## config.mk

```make
export PLATFORM = sky130hd
export DESIGN_NAME = uart_dbg_tx
export DESIGN_NICKNAME = d
export VERILOG_FILES = /design/src/rtl/uart_dbg_tx.sv
export SDC_FILE = /design/constraint.sdc
export NUM_CORES = 1
export LEC_CHECK = 0
export ABC_AREA = 1
export CAP_MARGIN = 20
export CORE_MARGIN = 10
export CORE_UTILIZATION = 40
export DETAILED_ROUTE_END_ITERATION = 10
export GPL_TIMING_DRIVEN = 0
export SKIP_LAST_GASP = 1
export SLEW_MARGIN = 20
export SYNTH_ARGS = -nofsm -noshare
export SYNTH_HDL_FRONTEND = slang
export SYNTH_SLANG_ARGS = --single-unit
```

## constraint.sdc

```tcl
create_clock -name sys_clk -period 3 [get_ports sys_clk]
set_input_delay 0.6 -clock sys_clk [delete_from_list [all_inputs] [get_ports sys_clk]]
set_output_delay 0.6 -clock sys_clk [all_outputs]
set_load 0.02 [all_outputs]
```

## src/rtl/uart_dbg_tx.sv

```systemverilog
// 8N1 debug UART transmitter: valid/ready byte input into a small FIFO,
// serialized LSB-first at CLKS_PER_BIT clocks per bit with gapless back-to-back frames.
module uart_dbg_tx #(
  parameter int CLKS_PER_BIT = 434,
  parameter int FIFO_DEPTH   = 16
) (
  input  logic                                 sys_clk,
  input  logic                                 sys_rst_n,
  input  logic [7:0]                           i_data,
  input  logic                                 i_valid,
  output logic                                 o_ready,
  output logic                                 o_tx,
  output logic                                 o_busy,
  output logic                                 o_idle,
  output logic [$clog2(FIFO_DEPTH+1)-1:0]      o_fifo_count
);

  localparam int AW = $clog2(FIFO_DEPTH);
  localparam int CW = $clog2(FIFO_DEPTH + 1);
  localparam int BW = $clog2(CLKS_PER_BIT);
  localparam logic [BW-1:0] BAUD_LAST = BW'(CLKS_PER_BIT - 1);
  localparam logic [CW-1:0] FIFO_FULL = CW'(FIFO_DEPTH);

  typedef enum logic [1:0] {
    S_IDLE,
    S_START,
    S_DATA,
    S_STOP
  } state_t;

  logic [7:0]    r_mem [FIFO_DEPTH];
  logic [AW-1:0] r_wr_ptr;
  logic [AW-1:0] r_rd_ptr;
  logic [CW-1:0] r_count;

  state_t        r_state;
  logic [BW-1:0] r_baud;
  logic [2:0]    r_bit;
  logic [7:0]    r_shift;
  logic          r_tx;

  state_t        w_state_next;
  logic [BW-1:0] w_baud_next;
  logic [2:0]    w_bit_next;
  logic [7:0]    w_shift_next;
  logic          w_tx_next;

  logic          w_push;
  logic          w_pop;
  logic          w_bit_end;
  logic [7:0]    w_head;

  assign o_ready   = (r_count != FIFO_FULL);
  assign w_push    = i_valid && o_ready;
  assign w_bit_end = (r_baud == BAUD_LAST);
  // The shifter is reloaded either from IDLE or on the last STOP cycle, so frames abut.
  assign w_pop     = (r_count != '0) &&
                     ((r_state == S_IDLE) || ((r_state == S_STOP) && w_bit_end));
  assign w_head    = r_mem[r_rd_ptr];

  always_ff @(posedge sys_clk) begin
    if (w_push) begin
      r_mem[r_wr_ptr] <= i_data;
    end
  end

  always_ff @(posedge sys_clk or negedge sys_rst_n) begin
    if (!sys_rst_n) begin
      r_wr_ptr <= '0;
      r_rd_ptr <= '0;
      r_count  <= '0;
    end else begin
      if (w_push) r_wr_ptr <= r_wr_ptr + AW'(1);
      if (w_pop)  r_rd_ptr <= r_rd_ptr + AW'(1);
      case ({w_push, w_pop})
        2'b10:   r_count <= r_count + CW'(1);
        2'b01:   r_count <= r_count - CW'(1);
        default: r_count <= r_count;
      endcase
    end
  end

  always_ff @(posedge sys_clk or negedge sys_rst_n) begin
    if (!sys_rst_n) begin
      r_state <= S_IDLE;
      r_baud  <= '0;
      r_bit   <= '0;
      r_shift <= '0;
      r_tx    <= 1'b1;
    end else begin
      r_state <= w_state_next;
      r_baud  <= w_baud_next;
      r_bit   <= w_bit_next;
      r_shift <= w_shift_next;
      r_tx    <= w_tx_next;
    end
  end

  // Line level is computed for the next state so o_tx stays a plain register.
  always_comb begin
    w_state_next = r_state;
    w_baud_next  = r_baud;
    w_bit_next   = r_bit;
    w_shift_next = r_shift;
    w_tx_next    = r_tx;
    case (r_state)
      S_IDLE: begin
        w_baud_next = '0;
        w_tx_next   = 1'b1;
        if (w_pop) begin
          w_state_next = S_START;
          w_shift_next = w_head;
          w_tx_next    = 1'b0;
        end
      end
      S_START: begin
        if (w_bit_end) begin
          w_baud_next  = '0;
          w_bit_next   = 3'd0;
          w_state_next = S_DATA;
          w_tx_next    = r_shift[0];
        end else begin
          w_baud_next = r_baud + BW'(1);
        end
      end
      S_DATA: begin
        if (w_bit_end) begin
          w_baud_next = '0;
          if (r_bit == 3'd7) begin
            w_state_next = S_STOP;
            w_tx_next    = 1'b1;
          end else begin
            w_bit_next = r_bit + 3'd1;
            w_tx_next  = r_shift[r_bit + 3'd1];
          end
        end else begin
          w_baud_next = r_baud + BW'(1);
        end
      end
      S_STOP: begin
        if (w_bit_end) begin
          w_baud_next = '0;
          if (w_pop) begin
            w_state_next = S_START;
            w_shift_next = w_head;
            w_tx_next    = 1'b0;
          end else begin
            w_state_next = S_IDLE;
            w_tx_next    = 1'b1;
          end
        end else begin
          w_baud_next = r_baud + BW'(1);
        end
      end
      default: begin
        w_state_next = S_IDLE;
        w_baud_next  = '0;
        w_tx_next    = 1'b1;
      end
    endcase
  end

  assign o_tx         = r_tx;
  assign o_busy       = (r_state != S_IDLE);
  assign o_idle       = (r_state == S_IDLE) && (r_count == '0);
  assign o_fifo_count = r_count;

endmodule

```

==> load_flow_metrics.sql, run 1 <==
INSERT INTO impl_metrics (metric_group, metric, value, unit) VALUES
('synthesis', 'yosys_warnings', '0', ''),
('sta', 'worst_hold_slack', '53.1', 'ps'),
('sta', 'fin_skew', '13.8', 'ps'),
('sta', 'hold_viol', '0', ''),
('sta', 'tns', '0', 'ps'),
('synthesis', 'synth_register_bits', '164', ''),
('synthesis', 'dominantRegCellSynth', 'sky130_fd_sc_hd__edfxtp_1', ''),
('grt', 'grt_antenna_before_repair', '0', ''),
('critical_path', 'crit_required', '3320', 'ps'),
('critical_path', 'crit_path_cell_trace', 'ha_1 > or2_2 > nand2_2 > inv_2 > nand2_4 > inv_2 > ha_1 > buf_2 > xor2_1 > ha_1 > a21oi_1 > nor2_1 > nand3_1 > nand3_1 > nand2_1 > nand2_1', ''),
('grt', 'grt_start_max_net_pins', '26', ''),
('critical_path', 'crit_reg_reg_startpoint', 'r_state[0]', ''),
('finish', 'area_growth', '15.8', '%'),
('critical_path', 'critical-path-top-cell-by-count', 'sky130_fd_sc_hd__ha_1', ''),
('route', 'mean_routed_wirelength_per_cell', '17.5', 'microns'),
('critical_path', 'arrival', '3040', 'ps'),
('sta', 'relSlewSlack', '29.1', '%'),
('route', 'routed-via-count', '5268', ''),
('clocking', 'clock_insertion_delay_worst_skew', '430', 'ps'),
('power', 'p_leak', '3.89', 'nW'),
('flow_run', 'maxCapViolations', '0', ''),
('floorplanning', 'core', '18700', 'sq um'),
('finish', 'multi_input_comb_area', '2300', 'sq um'),
('sta', 'timing_worst_slew_pin_value', '1060', 'ps'),
('place', 'gp_congestion', '0.917', ''),
('finish', 'post_route_cells_drive_above_1_share', '11.8', '%'),
('critical_path', 'cpMaxStageDelayCell', 'sky130_fd_sc_hd__dfrtp_2', ''),
('critical_path', 'crit_path_class', 'reg2reg', ''),
('floorplanning', 'die_y', '158', 'microns'),
('sta', 'setup_viol_count_final', '0', ''),
('sta', 'clock.fmax', '368', 'MHz'),
('critical_path', 'critical_path.max_fanout', '6', ''),
('finish', 'final-seq-area', '4750', 'sq um'),
('clocking', 'clock_sink_count', '164', ''),
('critical_path', 'cpPeakStageDelay', '430', 'ps'),
('grt', 'globalRouteTotalUtil', '16.0', '%'),
('clocking', 'clockRootBuffer', 'sky130_fd_sc_hd__clkbuf_16', ''),
('critical_path', 'critical_path.reg2reg.endpoint', 'o_fifo_count[4]', ''),
('min_path', 'hold_path_class', 'in2async', ''),
('finish', 'layoutNonFillerInstCount', '1075', ''),
('floorplanning', 'dieWidth', '158', 'microns'),
('critical_path', 'worst_r2r_path_depth', '16', ''),
('route', 'ant_nets', '0', ''),
('clocking', 'htree_num_levels', '4', ''),
('clocking', 'numCtsBuffers', '17', ''),
('synthesis', 'synth_fp_nets', '812', ''),
('finish', 'insertedDiodeCount', '0', ''),
('grt', 'grt_first_pass_wirelength', '29.7', 'mm'),
('power', 'worst_ir_drop_vdd', '0.000460', 'V'),
('floorplanning', 'pin_count', '20', ''),
('finish', 'fill_cells', '1713', ''),
('floorplanning', 'row_count', '50', ''),
('critical_path', 'critical_path.n_buffers_inverters', '3', ''),
('synthesis', 'synth_enable_flop_cells', '128', ''),
('sta', 'grt_setup_unrepaired', 'false', ''),
('synthesis', 'postSynth.asyncResetShare', '22.0', '%'),
('route', 'viasPerCell', '4.90', ''),
('clocking', 'max-clock-path-buffers', '2', ''),
('outcome', 'status', 'finished, final reports clean', ''),
('clocking', 'cts.hold.buffers_added', '0', ''),
('floorplanning', 'start_util', '40.7', '%'),
('place', 'placedCellCount', '1043', ''),
('sta', 'final_period_minus_worst_setup_slack', '2720', 'ps'),
('place', 'place.detailed.hpwl', '12.9', 'mm'),
('sta', 'timing_max_transition_violations_final', '0', ''),
('finish', 'num-nets-final', '855', ''),
('place', 'port_buffers', '19', ''),
('synthesis', 'synth_cells', '785', ''),
('synthesis', 'postSynthAreaPerCell', '9.70', 'sq um'),
('route', 'firstDrtPassIters', '5', ''),
('grt', 'vias_in_the_first_global_route', '5128', '');
-- sequential cells by signal (all words and copies together), names as in the netlist --
signal / flops
r_shift: 8
r_state: 2
r_rd_ptr: 4
r_wr_ptr: 4
r_mem: 128
o_fifo_count: 5
r_baud: 9
o_tx: 1
r_bit: 3
-- kinds of logic after synthesis --
logic type	share of synthesized area, %
buffers and inverters	8.23
DFF	62.3
adders and majority gates	2.63
xor gates and xnor gates	1.50
and+or+nand+nor	23.6
AOI/OAI and AO/OA	1.68
-- per-stage QoR --
step           worst slack (ps)  power [mW]  instance area, sq um
2_1_floorplan               486        5.27                  7610
3_3_place_gp               -129        6.34                  8100
3_5_place_dp               86.9        6.41                  8200
4_1_cts                     275        8.69                  8820
5_1_grt                    12.0        9.25                  8820
6_report                    283        8.66                  8820
-- worst max-delay path by stage --
stage	startpoint	to	slack (ps)	cells past startpoint
2_1_floorplan	r_state[0]	o_fifo_count[4]	490	16
3_3_place_gp	i_valid	r_mem[10][6]	-130	4
5_1_grt	r_state[0]	o_fifo_count[4]	10	16
4_1_cts	o_fifo_count[2]	o_fifo_count[4]	280	16
3_5_place_dp	i_valid	o_fifo_count[4]	90	14
6_report	r_state[0]	o_fifo_count[4]	280	16
-- layer usage --
metal  track usage (%)  vias to the layer above  routed length, microns
met5                 0                        -                       0
met4              4.81                        0                     273
met3              3.07                       20                     895
met2              26.0                      149                    9110
met1              21.3                     2492                    8530
li1                  -                     2607                       -
-- synthesized netlist by cell type (2+ instances only) --
cell type	instances	share of area [%]
sky130_fd_sc_hd__edfxtp_1	128	50
sky130_fd_sc_hd__xnor2_1	5	0.58
sky130_fd_sc_hd__nand3_1	107	7.0
sky130_fd_sc_hd__o21ai_1	2	0.13
sky130_fd_sc_hd__inv_1	119	5.9
sky130_fd_sc_hd__nand2_1	249	12
sky130_fd_sc_hd__or2_2	2	0.16
sky130_fd_sc_hd__o21ai_0	7	0.46
sky130_fd_sc_hd__nand3_2	2	0.26
sky130_fd_sc_hd__a21oi_1	7	0.46
sky130_fd_sc_hd__clkbuf_1	3	0.15
sky130_fd_sc_hd__dfrtp_1	35	12
sky130_fd_sc_hd__nor2_1	28	1.4
sky130_fd_sc_hd__o31ai_1	2	0.20
sky130_fd_sc_hd__nand4_1	4	0.33
sky130_fd_sc_hd__xor2_1	8	0.92
sky130_fd_sc_hd__inv_2	6	0.30
sky130_fd_sc_hd__nor3_1	13	0.85
sky130_fd_sc_hd__nand2_4	3	0.44
sky130_fd_sc_hd__buf_4	7	0.69
sky130_fd_sc_hd__ha_1	16	2.6
sky130_fd_sc_hd__nand2_2	4	0.33
sky130_fd_sc_hd__buf_2	15	0.99
sky130_fd_sc_hd__nor2_2	4	0.33
-- power breakdown --
group,switching [mW],internal (mW)
registers,0.193,2.83
clock network,0.995,1.27
logic,2.30,1.07
total,3.49,5.17
-- area by class of cell --
cell class | count | share of cell area, %
inverter | 126 | 5.36
timing repair buffer | 24 | 2.67
tap | 234 | 3.32
buffer | 27 | 1.77
clock inverter | 15 | 2.14
sequential | 164 | 53.8
multi-input combinational | 468 | 26.1
clock buffer | 17 | 4.82
-- placed cells by master (no fill, tap or decap), types with 2 or more instances in the layout --
cell	instances
sky130_fd_sc_hd__inv_2	6
sky130_fd_sc_hd__dfrtp_1	34
sky130_fd_sc_hd__o31ai_1	2
sky130_fd_sc_hd__nor3_2	12
sky130_fd_sc_hd__inv_1	119
sky130_fd_sc_hd__nand2_1	249
sky130_fd_sc_hd__bufinv_16	2
sky130_fd_sc_hd__inv_8	5
sky130_fd_sc_hd__nor2_1	28
sky130_fd_sc_hd__xor2_1	8
sky130_fd_sc_hd__xnor2_1	5
sky130_fd_sc_hd__nand3_1	107
sky130_fd_sc_hd__inv_6	4
sky130_fd_sc_hd__nor2_2	4
sky130_fd_sc_hd__edfxtp_1	128
sky130_fd_sc_hd__o21ai_0	7
sky130_fd_sc_hd__o21ai_1	2
sky130_fd_sc_hd__clkbuf_16	17
sky130_fd_sc_hd__ha_1	16
sky130_fd_sc_hd__nand2_2	4
sky130_fd_sc_hd__clkbuf_1	3
sky130_fd_sc_hd__nand3_2	2
sky130_fd_sc_hd__nand2_4	3
sky130_fd_sc_hd__a21oi_1	7
sky130_fd_sc_hd__or2_2	2
sky130_fd_sc_hd__clkdlybuf4s50_1	18
sky130_fd_sc_hd__buf_4	12
sky130_fd_sc_hd__buf_2	15
sky130_fd_sc_hd__nand4_1	4
-- timing repair --
| item | in CTS | in global routing |
|---|---|---|
| buffers inserted | 0 | 0 |
| resized for setup | 0 | 3 |
| endpoints found under the setup margin | 0 | 1 |
No activity file was read; power rests on OpenSTA's default activity.
==> run 2: changes to the inputs <==
Settings changed: CORE_MARGIN 10 to default, REMOVE_ABC_BUFFERS from default to 1.
==> load_flow_metrics.sql, run 2 (same netlist as run 1, synthesis figures left out) <==
INSERT INTO impl_metrics (metric_group, metric, value, unit) VALUES
('finish', 'largest_register_ff_count', '128', ''),
('sta', 'clock.fmax', '368', 'MHz'),
('critical_path', 'endpoint_kind', 'flip-flop', ''),
('place', 'gp_congestion', '0.761', ''),
('power', 'p_leak', '3.76', 'nW'),
('finish', 'final_common_cell', 'sky130_fd_sc_hd__nand2_1', ''),
('critical_path', 'crit_path_class', 'reg2reg', ''),
('floorplanning', 'die-area', '19600', 'sq um'),
('clocking', 'htree_num_levels', '4', ''),
('clocking', 'cts.repair.resized', '0', ''),
('power', 'internal_dissipation', '5.16', 'mW'),
('sta', 'period_share', '90.5', '%'),
('critical_path', 'cpPeakStageDelay', '420', 'ps'),
('power', 'p_clk_share', '26.8', '%'),
('floorplanning', 'row_count', '50', ''),
('critical_path', 'critPathLaunchType', 'flip-flop', ''),
('sta', 'setup_viol_count_final', '0', ''),
('route', 'firstDrtPassIters', '5', ''),
('route', 'mean_routed_wirelength_per_cell', '15.1', 'microns'),
('finish', 'top_library_cells_by_usage_in_the_layout_fill_and_taps_aside', 'sky130_fd_sc_hd__nand2_1 (249), sky130_fd_sc_hd__edfxtp_1 (128), sky130_fd_sc_hd__inv_1 (118), sky130_fd_sc_hd__nand3_1 (107), sky130_fd_sc_hd__dfrtp_1 (33)', ''),
('sta', 'grt_setup_unrepaired', 'false', ''),
('power', 'switching_portion_of_total_power', '37.7', '%'),
('route', 'dr.first_iter.drc_count', '375', ''),
('grt', 'globalRouteTotalUtil', '17.1', '%'),
('finish', 'area_growth', '13.6', '%'),
('clocking', 'clock_sink_count', '164', ''),
('sta', 'final_period_minus_worst_setup_slack', '2720', 'ps'),
('critical_path', 'critical-path-top-cell-by-count', 'sky130_fd_sc_hd__ha_1', ''),
('critical_path', 'critical_path.max_fanout', '6', ''),
('clocking', 'clk_transition_reported_paths', '60', 'ps'),
('finish', 'post_route_cells_drive_above_1_share', '8.62', '%'),
('critical_path', 'crit_path_cell_trace', 'inv_1 > ha_1 > or2_2 > nand2_2 > inv_2 > nand2_4 > inv_2 > ha_1 > xor2_1 > ha_1 > a21oi_1 > nor2_1 > nand3_1 > nand3_1 > nand2_1 > nand2_1', ''),
('route', 'count_of_unresolved_drc_violations_after_routing', '0', ''),
('clocking', 'cts.hold.buffers_added', '0', ''),
('power', 'sequentialPowerShare', '39.2', '%'),
('flow_run', 'maxCapViolations', '0', ''),
('power', 'p_per_area', '958', 'nW/um^2'),
('critical_path', 'crit_required', '3320', 'ps'),
('floorplanning', 'core', '18700', 'sq um'),
('grt', 'grt-ovfl-total', '0', ''),
('clocking', 'cts_setup_buffers', '0', ''),
('outcome', 'status', 'finished, final reports clean', ''),
('route', 'ant_nets', '0', ''),
('finish', 'num-nets-final', '826', ''),
('floorplanning', 'dieWidth', '140', 'microns'),
('clocking', 'clock_insertion_delay_worst_skew', '420', 'ps'),
('power', 'worst_ir_drop_vdd', '0.000451', 'V'),
('floorplanning', 'die_y', '140', 'microns'),
('route', 'viasPerCell', '4.80', ''),
('grt', 'grt_start_max_net_pins', '66', ''),
('place', 'port_buffers', '19', ''),
('place', 'pre_cts_slack', '130', 'ps'),
('sta', 'timing_max_transition_violations_final', '0', ''),
('critical_path', 'arrival', '3030', 'ps'),
('finish', 'regMostFlops', 'r_mem', ''),
('floorplanning', 'start_util', '40.7', '%'),
('critical_path', 'cpMaxStageDelayCell', 'sky130_fd_sc_hd__dfrtp_1', ''),
('grt', 'grt_first_pass_wirelength', '25.0', 'mm'),
('sta', 'relSlewSlack', '40.4', '%'),
('floorplanning', 'pin_count', '20', ''),
('clocking', 'tritoncts', 'built', ''),
('clocking', 'clockRootBuffer', 'sky130_fd_sc_hd__clkbuf_16', ''),
('power', 'switchingPower', '3.12', 'mW'),
('power', 'post-layout-total-power', '8.28', 'mW'),
('min_path', 'hold_path_class', 'in2async', ''),
('finish', 'biggestRegsByFlops', 'r_mem x128, r_baud x9, r_shift x8', ''),
('clocking', 'max-clock-path-buffers', '2', ''),
('power', 'pwr-share-comb', '34.0', '%'),
('finish', 'insertedDiodeCount', '0', ''),
('route', 'routed-via-count', '5024', ''),
('grt', 'grt_antenna_before_repair', '0', ''),
('sta', 'worst_slack', '284', 'ps'),
('route', 'route.final.wire_length', '15.7', 'mm'),
('finish', 'postLayoutCoreUtil', '46.3', '%'),
('sta', 'timing_worst_slew_pin_value', '889', 'ps'),
('place', 'place.detailed.hpwl', '9.62', 'mm'),
('grt', 'vias_in_the_first_global_route', '4735', ''),
('sta', 'fin_skew', '5.31', 'ps'),
('sta', 'hold_viol', '0', ''),
('clocking', 'numCtsBuffers', '17', '');
-- run 2: power groups by stage --
stage	combinational (mW)	sequential [mW]	clock [mW]
finish	2.82	3.24	2.22
global placement	2.69	3.36	0
global route	3.18	3.29	2.32
floorplan	1.88	3.23	0
CTS	2.85	3.25	2.24
detailed placement	2.83	3.29	0
-- run 2: cell type report --
cell class,instances,area (sq um)
clock buffer,20,437
timing repair buffer,22,233
inverter,126,475
tap,234,293
fill,1694,10100
multi-input combinational,468,2300
sequential,164,4750
clock inverter,12,161
-- run 2: routing by layer --
layer / track usage [%] / vias to the layer above / routed length, microns
met4: 7.52 / 0 / 304
met2: 28.9 / 83 / 7870
met1: 21.7 / 2365 / 7170
li1: - / 2555 / -
met3: 2.60 / 21 / 402
met5: 0 / - / 0
-- run 2: critical path, delay by kind of cell, from the launching register on --
family,cells,cell delay [ps]
AO/OA/AOI/OAI,1,190
AND/OR/NAND/NOR,8,880
buffers and inverters,3,200
XOR/XNOR,1,190
adder cells (fa/ha/maj),3,720
flip-flops,1,420
-- run 2: worst paths after layout --
kind	start	to	slack, ps	depth (start not counted)
max	r_state[0]	o_fifo_count[4]	280	16
min	sys_rst_n	r_baud[2]	70	1
max reg2reg	r_state[0]	o_fifo_count[4]	280	16
min reg2reg	o_tx	o_tx	460	2
max in group asynchronous	sys_rst_n	o_tx	2410	2
min in group sys_clk	o_tx	o_tx	460	2
-- run 2: metrics by stage --
step | TNS (ps) | area [sq um] | hold WS [ps] | cells
3_3_place_gp | -12260 | 7940 | 459 | 1011
3_5_place_dp | 0 | 8050 | 456 | 1014
6_report | 0 | 8650 | 73.8 | 1046
4_1_cts | 0 | 8650 | 74.6 | 1046
2_1_floorplan | 0 | 7460 | 304 | 758
5_1_grt | 0 | 8650 | 94.7 | 1046
==> run 3: changes to the inputs <==
Settings changed: ABC_CLOCK_PERIOD_IN_PS from default to 3000.
==> results of run 3 <==
The final DEF is identical to that of run 2; final timing and power are the same.
